### src/rtl/flex_bus_arbiter_pkg.sv
// Shared types for flex_bus_arbiter: the flex_bus request/response records,
// the data-side and downstream request records, and the arbiter FSM/source enums.
package flex_bus_arbiter_pkg;

    typedef struct packed {
        logic        valid;
        logic [31:0] addr;
    } flex_bus_req_t;

    typedef struct packed {
        logic        addr_ok;
        logic        data_ok;
        logic [31:0] data_1;
        logic [31:0] data_2;
        logic        valid_2;
    } flex_bus_resp_t;

    typedef struct packed {
        logic        valid;
        logic [31:0] addr;
        logic        is_write;
        logic [1:0]  size;
        logic [3:0]  strobe;
        logic [31:0] data;
    } arb_dreq_t;

    typedef struct packed {
        logic        addr_ok;
        logic        data_ok;
        logic [31:0] data;
    } arb_dresp_t;

    typedef struct packed {
        logic        valid;
        logic [31:0] addr;
        logic        is_write;
        logic [1:0]  size;
        logic [3:0]  strobe;
        logic [31:0] data;
        logic        is_instr;
    } arb_oreq_t;

    typedef enum logic [1:0] {
        ARB_IDLE  = 2'd0,
        ARB_ISSUE = 2'd1,
        ARB_WAIT  = 2'd2
    } arb_state_t;

    typedef enum logic {
        SRC_I = 1'b0,
        SRC_D = 1'b1
    } arb_src_t;

    // Instruction fetches are always full-word reads.
    localparam logic [1:0] ARB_INSTR_SIZE = 2'b10;

    function automatic arb_dresp_t to_dresp(input flex_bus_resp_t r);
        arb_dresp_t d;
        d.addr_ok = r.addr_ok;
        d.data_ok = r.data_ok;
        d.data    = r.data_1;
        return d;
    endfunction

endpackage

### src/rtl/flex_bus_arbiter_pick.sv
// flex_arb_pick: combinational grant policy. Data has priority; with
// FLEX_ARB_STARVE_GUARD_EN a starved instruction request wins once the limit is reached.
module flex_arb_pick
    import flex_bus_arbiter_pkg::*;
#(
    parameter int STARVE_LIMIT = 4,
    localparam int CNT_W = $clog2(STARVE_LIMIT + 1)
) (
    input  logic             ivalid_i,
    input  logic             dvalid_i,
    input  logic [CNT_W-1:0] starve_cnt_i,
    output logic             grant_o,
    output arb_src_t         src_o
);

    logic starved_s;

`ifdef FLEX_ARB_STARVE_GUARD_EN
    assign starved_s = ivalid_i && dvalid_i && (starve_cnt_i == CNT_W'(STARVE_LIMIT));
`else
    logic unused_cnt_s;
    assign unused_cnt_s = ^starve_cnt_i;
    assign starved_s    = 1'b0;
`endif

    // Select the winning requester for the current idle cycle.
    always_comb begin
        grant_o = 1'b0;
        src_o   = SRC_I;
        if (starved_s) begin
            grant_o = 1'b1;
            src_o   = SRC_I;
        end else if (dvalid_i) begin
            grant_o = 1'b1;
            src_o   = SRC_D;
        end else if (ivalid_i) begin
            grant_o = 1'b1;
            src_o   = SRC_I;
        end else begin
            grant_o = 1'b0;
            src_o   = SRC_I;
        end
    end

endmodule

### src/rtl/flex_bus_arbiter.sv
// flex_bus_arbiter: shares one downstream port between instruction fetch and data memory.
// Optional starvation guard enabled by defining FLEX_ARB_STARVE_GUARD_EN.
module flex_bus_arbiter
    import flex_bus_arbiter_pkg::*;
#(
    parameter int STARVE_LIMIT = 4
) (
    input  logic           clk,
    input  logic           resetn,
    input  flex_bus_req_t  ireq,
    output flex_bus_resp_t iresp,
    input  arb_dreq_t      dreq,
    output arb_dresp_t     dresp,
    output arb_oreq_t      oreq,
    input  flex_bus_resp_t oresp
);

    localparam int CNT_W = $clog2(STARVE_LIMIT + 1);

    arb_state_t       state_q;
    arb_src_t         src_q;
    logic [CNT_W-1:0] starve_cnt_q;
    logic             grant_s;
    arb_src_t         pick_src_s;
    logic             granted_valid_s;

    flex_arb_pick #(
        .STARVE_LIMIT(STARVE_LIMIT)
    ) u_pick (
        .ivalid_i    (ireq.valid),
        .dvalid_i    (dreq.valid),
        .starve_cnt_i(starve_cnt_q),
        .grant_o     (grant_s),
        .src_o       (pick_src_s)
    );

    assign granted_valid_s = (src_q == SRC_I) ? ireq.valid : dreq.valid;

    // Arbitration FSM: grant in idle, present until address accepted, then wait for data.
    always_ff @(posedge clk) begin
        if (!resetn) begin
            state_q <= ARB_IDLE;
            src_q   <= SRC_I;
        end else begin
            case (state_q)
                ARB_IDLE: begin
                    if (grant_s) begin
                        state_q <= ARB_ISSUE;
                        src_q   <= pick_src_s;
                    end else begin
                        state_q <= ARB_IDLE;
                    end
                end
                ARB_ISSUE: begin
                    // A withdrawn request aborts before any downstream handshake.
                    if (!granted_valid_s) begin
                        state_q <= ARB_IDLE;
                    end else if (oresp.addr_ok && oresp.data_ok) begin
                        state_q <= ARB_IDLE;
                    end else if (oresp.addr_ok) begin
                        state_q <= ARB_WAIT;
                    end else begin
                        state_q <= ARB_ISSUE;
                    end
                end
                ARB_WAIT: begin
                    if (oresp.data_ok) begin
                        state_q <= ARB_IDLE;
                    end else begin
                        state_q <= ARB_WAIT;
                    end
                end
                default: begin
                    state_q <= ARB_IDLE;
                end
            endcase
        end
    end

`ifdef FLEX_ARB_STARVE_GUARD_EN
    // Count consecutive data grants taken while an instruction request was waiting.
    always_ff @(posedge clk) begin
        if (!resetn) begin
            starve_cnt_q <= {CNT_W{1'b0}};
        end else if ((state_q == ARB_IDLE) && grant_s) begin
            if ((pick_src_s == SRC_I) || !ireq.valid) begin
                starve_cnt_q <= {CNT_W{1'b0}};
            end else begin
                starve_cnt_q <= starve_cnt_q + CNT_W'(1);
            end
        end else begin
            starve_cnt_q <= starve_cnt_q;
        end
    end
`else
    assign starve_cnt_q = {CNT_W{1'b0}};
`endif

    // Downstream request mirrors the live request of the granted source while issuing.
    always_comb begin
        oreq = '0;
        if (state_q == ARB_ISSUE) begin
            if (src_q == SRC_I) begin
                oreq.valid    = ireq.valid;
                oreq.addr     = ireq.addr;
                oreq.is_write = 1'b0;
                oreq.size     = ARB_INSTR_SIZE;
                oreq.strobe   = 4'b0000;
                oreq.data     = 32'h0000_0000;
                oreq.is_instr = 1'b1;
            end else begin
                oreq.valid    = dreq.valid;
                oreq.addr     = dreq.addr;
                oreq.is_write = dreq.is_write;
                oreq.size     = dreq.size;
                oreq.strobe   = dreq.strobe;
                oreq.data     = dreq.data;
                oreq.is_instr = 1'b0;
            end
        end else begin
            oreq = '0;
        end
    end

    // Route downstream responses only to the owner of the outstanding transaction.
    always_comb begin
        iresp = '0;
        dresp = '0;
        if (state_q != ARB_IDLE) begin
            if (src_q == SRC_I) begin
                iresp = oresp;
            end else begin
                dresp = to_dresp(oresp);
            end
        end else begin
            iresp = '0;
            dresp = '0;
        end
    end

endmodule

### config.mk
export PLATFORM = sky130hd
export DESIGN_NAME = flex_bus_arbiter
export DESIGN_NICKNAME = d
export VERILOG_FILES = /design/src/rtl/flex_bus_arbiter_pkg.sv /design/src/rtl/flex_bus_arbiter_pick.sv /design/src/rtl/flex_bus_arbiter.sv
export SDC_FILE = /design/constraint.sdc
export NUM_CORES = 1
export LEC_CHECK = 0
export ABC_AREA = 1
export ABC_CLOCK_PERIOD_IN_PS = 1450
export CAP_MARGIN = 20
export CORE_AREA = 5 5 131 133
export DETAILED_ROUTE_END_ITERATION = 10
export DIE_AREA = 0 0 136 138
export DONT_BUFFER_PORTS = 1
export SLEW_MARGIN = 30
export SYNTH_ARGS = -nofsm -noshare
export SYNTH_HDL_FRONTEND = slang
export SYNTH_SLANG_ARGS = --single-unit
### constraint.sdc
create_clock -name clk -period 1.45 [get_ports clk]
set_clock_uncertainty 0.1 [all_clocks]
set_input_delay 0.2175 -clock clk [delete_from_list [all_inputs] [get_ports clk]]
set_output_delay 0.2175 -clock clk [all_outputs]
set_load 0.01 [all_outputs]
==> results of run 1 <==
==> kinds of logic (layout without fill, tap and decap cells) <==
group / count (synthesis) / count (layout) / synth area share (%)
and+or+nand+nor: 288 / 288 / 64.5
buffers and inverters: 76 / 156 / 21.1
AOI/OAI and AO/OA: 38 / 38 / 11.0
DFF: 3 / 3 / 3.41
==> final cells by class <==
type	instances	area, µm²
multi-input combinational	326	2610
fill	1614	11000
timing repair inverter	1	8.76
clock buffer	4	78.8
tap	216	270
inverter	40	168
timing repair buffer	111	1500
sequential	3	68.8
==> power by group through the flow <==
stage          combinational [mW]  sequential, mW  clock [mW]
2_1_floorplan               0.666          0.0946           0
3_3_place_gp                0.879          0.0960           0
3_5_place_dp                0.897          0.0964           0
4_1_cts                      1.22           0.101       0.444
5_1_grt                      2.10           0.105       0.464
6_report                     1.99           0.104       0.440
==> routing by layer <==
layer	GRT usage, %	vias up
li1	-	1390
met1	11.3	1504
met2	19.2	227
met3	2.25	22
met4	3.18	0
met5	0	-
==> worst paths after layout <==
kind           endpoint  slack (ns)  cells after the start
min          state_q[0]        0.03                      2
min reg2reg  state_q[1]        0.54                      3
max reg2reg       src_q        0.05                      7
max            iresp[2]       -0.21                      6
==> timing repair <==
action                                 4_1_cts  5_1_grt
endpoints found under the hold margin        0        0
pin swaps                                    5       30
setup endpoints to repair                  173      175
setup buffers                                5        9
gates cloned                                 4       26
resized for setup                          147      213
==> through the flow <==
stage	worst slack [ns]	hold slack, ns	std cells	TNS (ns)	total power, mW
floorplan	0.0884	0.249	405	0	0.761
global placement	0.0312	0.260	654	0	0.975
detailed placement	-0.00126	0.262	654	-0.00126	0.993
CTS	-0.177	0.0261	666	-17.95	1.76
global route	-0.239	0.0353	701	-28.52	2.67
finish	-0.214	0.0281	701	-22.05	2.54
==> placed cells by master (no fill, tap or decap), types with 2 or more instances in the layout <==
cell,count
buf_4,48
buf_8,5
a21oi_1,6
inv_1,37
buf_6,25
nor3_4,13
buf_12,11
dfxtp_4,2
nor2_1,36
nor2_4,59
nor2_2,14
nand2_4,13
buf_16,6
nor3_2,21
clkbuf_16,19
a21oi_4,30
nand2_1,83
nand2_2,46
inv_6,2
nand3_1,3
==> sequential cells by signal (all words and copies together) (netlist names) <==
name	cells
src_q	1
state_q	2
==> summary.md, run 1 <==
| Metric | Value |
|---|---|
| Status | complete, but fails checks |
| Violations in the final reports | setup timing |
| Portion of synthesized cell area occupied by the leading cell type | between 30% and 40% |
| Cell chosen for the clock root | clkbuf_16 |
| Met3 layer wire length in the routed design | around 1300 µm |
| Time the final worst path needs with I/O delays and setup | 1.66 ns |
| Number of warning messages in the yosys log | 0 |
| Share of total power consumed by net switching | between 50% and 60% |
| Area of the placeable core | ~0.016 mm² |
| Worst Min Path Start | resetn |
| Final ANT Viol Nets | 0 |
| Utilization after layout | between 20% and 30% |
| Cell area after layout | around 0.0047 mm² |
| CTS Hold Buffers Added | 0 |
| Endpoint kind of the worst setup timing path | output pin |
| Full die area | ~0.019 mm² |
| Area growth from synthesis to final layout | 167% |
| Initial detailed-routing violation count | 148 |
| Worst path cell trace | buf_6 -> nor2_4 -> buf_6 -> clkbuf_16 -> nor2_1 -> buf_4 |
| F_max | about 600 MHz |
| Clock tree from TritonCTS | done |
| Wire length after detailed routing | 15100 µm |
| Initial standard-cell utilization of the core | about 11% |
| Most frequent CP cell | buf_6 |
| Final period util | 115% |
| Worst reg2reg path startpoint | state_q[1] |
| Max_cap viols | 0 |
| Total clock buffers created by CTS | 3 |
| # port buffers | 0 |
| FF+latch count, synth | 3 |
| EDFF count, synth | 0 |
| Share of the yosys chip area belonging to registers | 3.41% |
| Pre-antenna DRT Iters | 4 |
| Count of final hold-check violations | 0 |
| Leading area contributor after synthesis | nand2_1 |
| Post-route met1 wirelength | around 5500 µm |
| Cell variety after synth | 16 |
| Die Span Y | between 100 and 150 µm |
| Global placer's final weighted congestion | around 0.75 |
| Antenna violations before repair | 0 |
| Remaining design rule violation count | 0 |
| First-pass GRT wire length | 15300 µm |
| Portion of total power attributed to the clock network | between 15 and 20% |
| Critical-path maximum fanout | 6 |
| CP Buf/Inv Count | 4 |
| Depth of the CTS H-tree | 1 |
| Rel. slew slack | 76.2% |
| Post-route setup slack | -0.214 ns |
| Crit Path Class | reg2out |
| Ratio of cells with drive above 1 in the final layout | roughly two thirds |
| Longest Clk Path Bufs | 2 |
| Routed wl met2 | about 8100 µm |
| Startpoint of the worst setup timing path | state_q[1] |
| Top_reg_cell synth | dfxtp_1 |
| Dpl cell area | around 0.0024 mm² |
| Slew @ Worst Pin | approximately 0.36 ns |
| Wire per inst | around 22 µm |
| Startpoint types | flop |
| Unrepaired setup endpoints after global routing | true |
| Combinational group share of total power | about 79% |
| Cell Area, Synth | about 0.0018 mm² |
| Crit-path slowest cell | dfxtp_4 |
| Category of cells accounting for the largest share of critical-path delay | buffers and inverters |
| Floorplan row count | 46 |
| Number of nets in the final layout | 660 |
| Peak per-stage delay on the critical path | between 0.3 and 0.4 ns |
| # IOs | 348 |
| Most numerous cell in the Yosys netlist | nand2_1 |
| Insertion delay to the later sink of the worst-skew pair | 0.22 ns |
| Critical Path RT | 1.13 ns |
| Overflow after GRT | 0 |
| Final antenna diode count | 0 |
| Maximum number of pins on one net before global-route repair | 37 |
| Commonest cells post-synth | 142 x nand2_1, 107 x nor2_1, 37 x inv_1, 36 x a21oi_1, 34 x nor3_1 |
| Mean Syn Cell Area | 4.35 µm² |
| Clk sink count | 3 |
| Fraction of synthesis flops using an asynchronous set or reset pin | 0% |
| Highest metal layer used by the detailed router | met4 |
| Total vias in the final route | between 3000 and 4000 |
| Global-route usage over all layers | approximately a tenth |
| Sw Pwr | 1.27 mW |
| Number of cells produced by synthesis | 405 |
| Cell internal power dissipation | 1.26 mW |
| Sum of net half-perimeters after detailed placement | 7720 µm |
| Die X-Extent | 136 µm |
| Power density over the cells | between 500 and 600 mW/mm² |
| Worst-case vdd ir drop | 0.306 mV |
| Net count of the mapped netlist | approximately 580 |
| Endpoints failing setup | about 170 |
| Vias in the first global route | 2874 |
| Fraction of power consumed by sequential logic | 4.1% |
| Max Transition Viols Final | 0 |
| Hold crit path type | in2reg |
| Pleak | ~1.9 nW |
| Largest cells by area after synthesis | nand2_1 30%, nor2_1 23%, a21oi_1 10%, nor3_1 9.7%, inv_1 7.9% |
| Clk pin slew, worst setup/hold paths | 0.03 ns |
| Vias per cell | between 4 and 5 |
| Arr. time, crit path | 1.35 ns |
Power figures use the tool's default switching activity.
==> run 2: changes to the inputs <==
Settings changed: CAP_MARGIN 20 to unset, GPL_TIMING_DRIVEN set to 0, TNS_END_PERCENT set to 5.
==> summary.md, run 2 (same netlist as run 1, synthesis figures left out) <==
| Metric | Value |
|---|---|
| Final antenna diode count | 0 |
| Largest registers ranked by flip-flop count | state_q x2, src_q x1 |
| Vias per cell | 4.28 |
| Total vias in the final route | 2733 |
| Pleak | 1.48 nW |
| Global-route usage over all layers | ~11% |
| Wire length after detailed routing | between 10000 and 15000 µm |
| Status | complete, but fails checks |
| Total clock buffers created by CTS | 3 |
| DP Cell Count | 621 |
| Area of the placeable core | ~0.016 mm² |
| Clk pin slew, worst setup/hold paths | roughly 0.030 ns |
| Share of total power consumed by net switching | a little over half |
| # IOs | 348 |
| Max reg flops | 2 |
| Overall power of the completed layout | ~2.2 mW |
| Most frequent CP cell | buf_6 |
| Number of nets in the final layout | 597 |
| F_max | ~620 MHz |
| Insertion delay to the later sink of the worst-skew pair | roughly 0.22 ns |
| Global placer's final weighted congestion | slightly above 0.8 |
| Peak per-stage delay on the critical path | between 0.3 and 0.4 ns |
| Crit Path Class | reg2out |
| Fraction of power consumed by sequential logic | around 4.6% |
| Rel. slew slack | between 70% and 80% |
| Final period util | 112% |
| Endpoint kind of the worst setup timing path | output pin |
| Max_cap viols | 0 |
| Die Span Y | 138 µm |
| Longest Clk Path Bufs | 2 |
| Post-route setup slack | -0.176 ns |
| Violations in the final reports | setup timing |
| Vias in the first global route | around 2700 |
| Sw Pwr | between 1 and 1.5 mW |
| Time the final worst path needs with I/O delays and setup | 1.63 ns |
| Critical Path RT | roughly 1.1 ns |
| Total negative slack | -11.17 ns |
| Worst path cell trace | buf_6 -> buf_6 -> clkbuf_16 -> nand2_1 -> a21oi_2 |
| Power density over the cells | about 560 mW/mm² |
| Ratio of cells with drive above 1 in the final layout | 58.1% |
| Commonest non-fill, non-tap cell in the layout | nand2_1 |
| Floorplan row count | 46 |
| Most flops, register | state_q |
| Hold crit path type | in2reg |
| Crit-path slowest cell | dfxtp_4 |
| Depth of the CTS H-tree | 1 |
| Pre-antenna DRT Iters | 4 |
| CP Buf/Inv Count | 3 |
| Endpoints failing setup | 167 |
| Number of non-filler instances in the completed layout | between 600 and 700 |
| Arr. time, crit path | between 1 and 1.5 ns |
| Die X-Extent | 136 µm |
| Cell chosen for the clock root | clkbuf_16 |
| Dpl cell area | approximately 0.0020 mm² |
| Clk sink count | 3 |
| Leading cell types in the layout, fill and taps excluded | 119 x nand2_1, 58 x nor2_2, 37 x nor2_4 |
| Fill count | 1677 |
| Full die area | approximately 0.019 mm² |
| Max Transition Viols Final | 0 |
| Category of cells accounting for the largest share of critical-path delay | flip-flops |
| Combinational group share of total power | 75.6% |
| Antenna violations before repair | 0 |
| First-pass GRT wire length | approximately 16000 µm |
| # port buffers | 0 |
| Final ANT Viol Nets | 0 |
| Startpoint types | flop |
| Worst-case vdd ir drop | around 0.52 mV |
| Sum of net half-perimeters after detailed placement | around 9000 µm |
| Overflow after GRT | 0 |
| Remaining design rule violation count | 0 |
| Unrepaired setup endpoints after global routing | true |
| Wire per inst | 19.1 µm |
| Critical-path maximum fanout | 5 |
| Cell internal power dissipation | 1.05 mW |
| Portion of total power attributed to the clock network | between 10% and 20% |
| Area growth from synthesis to final layout | 122% |
| Utilization after layout | between 20% and 30% |
| Initial detailed-routing violation count | approximately 110 |
| Count of final hold-check violations | 0 |
| Clock tree from TritonCTS | done |
| Slew @ Worst Pin | ~0.35 ns |
| Maximum number of pins on one net before global-route repair | 12 |
| Initial standard-cell utilization of the core | between 10% and 20% |
| Cell area after layout | roughly 0.0039 mm² |
| Register-to-Register Setup Slack | ~0.08 ns |
-- run 2: cell types whose count changed in the layout (fill, tap and decap cells not counted), moves of 5 or more --
cell / before / now
buf_4: 48 / 7
a21oi_2: 0 / 5
nor2_4: 59 / 37
nor2_2: 14 / 58
nor2_1: 36 / 14
buf_6: 25 / 11
nand2_1: 83 / 119
nor3_4: 13 / 29
nor3_2: 21 / 5
nand2_2: 46 / 12
clkbuf_8: 0 / 5
clkbuf_16: 19 / 8
-- run 2: layout make-up --
cell class                      instances  area [µm²]  area share [%]
Buffer                                 34         518            13.2
Clock buffer                            4        78.8            2.01
Timing Repair Buffer                   15         260            6.64
Multi-Input combinational cell        326        2550            65.1
Tap cell                              216         270            6.90
Inverter                               40         170            4.34
Sequential cell                         3        71.3            1.82
-- run 2: timing repair --
action | CTS | global route
gates resized for setup | 329 | 67
hold endpoints to repair | 0 | 0
setup endpoints to repair | 174 | 171
hold buffers | 0 | 0
pin swaps | 52 | 44
cloned | 2 | 5
buffers inserted | 7 | 1
-- run 2: through the flow --
stage	setup slack (ns)	hold WS, ns
2_1_floorplan	0.0884	0.249
3_5_place_dp	-0.266	0.265
4_1_cts	-0.162	0.0221
3_3_place_gp	-0.280	0.257
5_1_grt	-0.227	0.0256
6_report	-0.176	0.0258
-- run 2: layer usage --
layer	vias up	GRT usage, %	share of wire (%)
met1	1279	12.5	37
met5	-	0	0
met3	4	2.83	8.6
li1	1264	-	-
met4	0	2.92	0.98
met2	186	20.9	54
-- run 2: final timing paths --
kind	start	endpoint	depth (start not counted)
worst max-delay path	src_q	oreq[62]	5
worst max register to register	state_q[0]	src_q	5
worst min register to register	state_q[1]	state_q[1]	2
worst min-delay path	resetn	state_q[0]	2
-- run 2: power by group through the flow --
stage | clock network, mW | registers (mW) | logic (mW)
2_1_floorplan | 0 | 0.0946 | 0.666
3_3_place_gp | 0 | 0.0950 | 0.854
3_5_place_dp | 0 | 0.0952 | 0.864
4_1_cts | 0.445 | 0.0955 | 1.49
5_1_grt | 0.453 | 0.103 | 1.77
6_report | 0.435 | 0.101 | 1.66
==> run 3: changes to the inputs <==
Settings changed: CTS_BUF_LIST set to sky130_fd_sc_hd__clkbuf_4.
==> summary.md, run 3 (same netlist as run 1, synthesis figures left out) <==
| Metric | Value |
|---|---|
| # IOs | ~350 |
| Status | complete, but fails checks |
| Full die area | 0.0188 mm² |
| Endpoint kind of the worst setup timing path | output pin |
| Power density over the cells | 500 mW/mm² |
| Register-to-Register Setup Slack | about 0.11 ns |
| First-pass GRT wire length | around 17000 µm |
| F_max | approximately 620 MHz |
| Worst reg2reg path startpoint | state_q[0] |
| Global-route usage over all layers | 11.3% |
| Arr. time, crit path | around 1.3 ns |
| Critical-path maximum fanout | 10 |
| Longest Clk Path Bufs | 2 |
| Crit Path Class | reg2out |
| Largest registers ranked by flip-flop count | state_q x2, src_q x1 |
| Global placer's final weighted congestion | between 0.8 and 0.9 |
| Clk pin slew, worst setup/hold paths | ~0.040 ns |
| Hold crit path type | in2reg |
| Violations in the final reports | setup timing |
| Rel. slew slack | between 70% and 80% |
| Post-route setup slack | -0.157 ns |
| DP Cell Count | 621 |
| Minimum hold slack | 0.0178 ns |
| Wire per inst | around 19 µm |
| Unrepaired setup endpoints after global routing | true |
| Floorplan row count | 46 |
| Cell count of the worst reg-to-reg path | 5 |
| Slew @ Worst Pin | roughly 0.33 ns |
| Area of the placeable core | approximately 0.016 mm² |
| Destination of the worst register-to-register timing path | state_q[0] |
| Overflow after GRT | 0 |
| Max reg flops | 2 |
| Sum of net half-perimeters after detailed placement | 8990 µm |
| Endpoints failing setup | between 150 and 200 |
| Number of nets in the final layout | around 600 |
| Cell chosen for the clock root | clkbuf_4 |
| Time the final worst path needs with I/O delays and setup | approximately 1.6 ns |
| # port buffers | 0 |
| Startpoint types | flop |
| Wire length after detailed routing | roughly 12000 µm |
| Critical Path RT | between 1 and 1.5 ns |
| Clock tree from TritonCTS | done |
| Max_cap viols | 0 |
| Initial standard-cell utilization of the core | between 10 and 15% |
| Vias in the first global route | 2754 |
| Area growth from synthesis to final layout | 125% |
| Remaining design rule violation count | 0 |
| Pleak | approximately 1.5 nW |
| Insertion delay to the later sink of the worst-skew pair | 0.24 ns |
| Startpoint of the worst setup timing path | src_q |
| Die X-Extent | roughly 140 µm |
| Depth of the CTS H-tree | 1 |
| Worst Min Path Start | dreq[71] |
| Maximum number of pins on one net before global-route repair | 12 |
| Final period util | 111% |
| Leading cell types in the layout, fill and taps excluded | 124 x nand2_1, 59 x nor2_2, 44 x nor2_4 |
| Final ANT Viol Nets | 0 |
| Total clock buffers created by CTS | 3 |
| Commonest non-fill, non-tap cell in the layout | nand2_1 |
| Initial detailed-routing violation count | ~190 |
| Hold endpoint | src_q |
| Max Transition Viols Final | 0 |
| Vias per cell | roughly 4.3 |
| Number of non-filler instances in the completed layout | around 650 |
| Total vias in the final route | 2793 |
| Most flops, register | state_q |
| Worst hold path depth | 2 |
| Pre-antenna DRT Iters | 4 |
| Ratio of cells with drive above 1 in the final layout | approximately 59% |
| Antenna violations before repair | 1 |
| Clk sink count | 3 |
| Die Span Y | 138 µm |
| Worst-case vdd ir drop | ~0.35 mV |
| Count of final hold-check violations | 0 |
| Pre-CTS setup slack | -0.266 ns |
## run 3: cell count changes in the layout (fill, tap and decap cells not counted), sizes merged
cell / before / now
diode: 0 / 1
clkbuf: 14 / 13
buf: 39 / 45
dlygate4sd3: 0 / 1
## run 3: layout make-up
cell class	instances	area, µm²
repair buffers	21	298
well taps	216	270
diodes	1	2.50
clock buffers	4	30.0
fillers	1681	11700
inverters	40	170
multi-input cells	326	2630
flip-flops and latches	3	71.3
plain buffers	34	499
## run 3: worst max-delay path: stages, from the launching register on
cell	delay (ns)
dfxtp_4	0.40
clkinv_8	0.09
buf_16	0.16
buf_12	0.16
nor3_4	0.23
## run 3: routing by layer
metal	vias to the layer above	global-route usage (%)	share of wire [%]
met5	-	0	0
met2	204	21.4	54
li1	1278	-	-
met4	0	2.71	1.4
met1	1303	12.5	36
met3	8	2.87	9.3
## run 3: repair_timing
item,4_1_cts,5_1_grt
gates cloned,2,3
hold buffers,0,1
setup buffers,6,9
gates resized for setup,326,83
setup endpoints to repair,174,174
endpoints found under the hold margin,0,2
pin swaps,38,35
## run 3: worst max-delay path by stage
stage                      endpoint  cells past startpoint
final                     dresp[24]                      4
after global routing      dresp[17]                      4
after floorplan           dresp[10]                      5
after CTS                 iresp[10]                      6
after global placement    dresp[32]                      5
after detailed placement  dresp[32]                      5
## run 3: power by group
group | switching, mW | leakage, nW | internal [mW]
Combinational | 1.10 | 1.41 | 0.619
Sequential | 0.0142 | 0.0267 | 0.0874
Clock | 0.0468 | 0.0184 | 0.122
Total | 1.16 | 1.45 | 0.829
## run 3: per-stage QoR
step                      utilization (%)  instance area (µm²)  setup TNS (ns)  power [mW]
after global placement               12.9                 2030          -22.97       0.949
after detailed placement             12.9                 2030          -22.73       0.960
after global routing                 25.3                 3970          -27.79        2.12
after CTS                            22.0                 3450          -24.14        1.75
after floorplan                         -                 1760               0       0.761
final                                25.3                 3970          -15.52        1.99
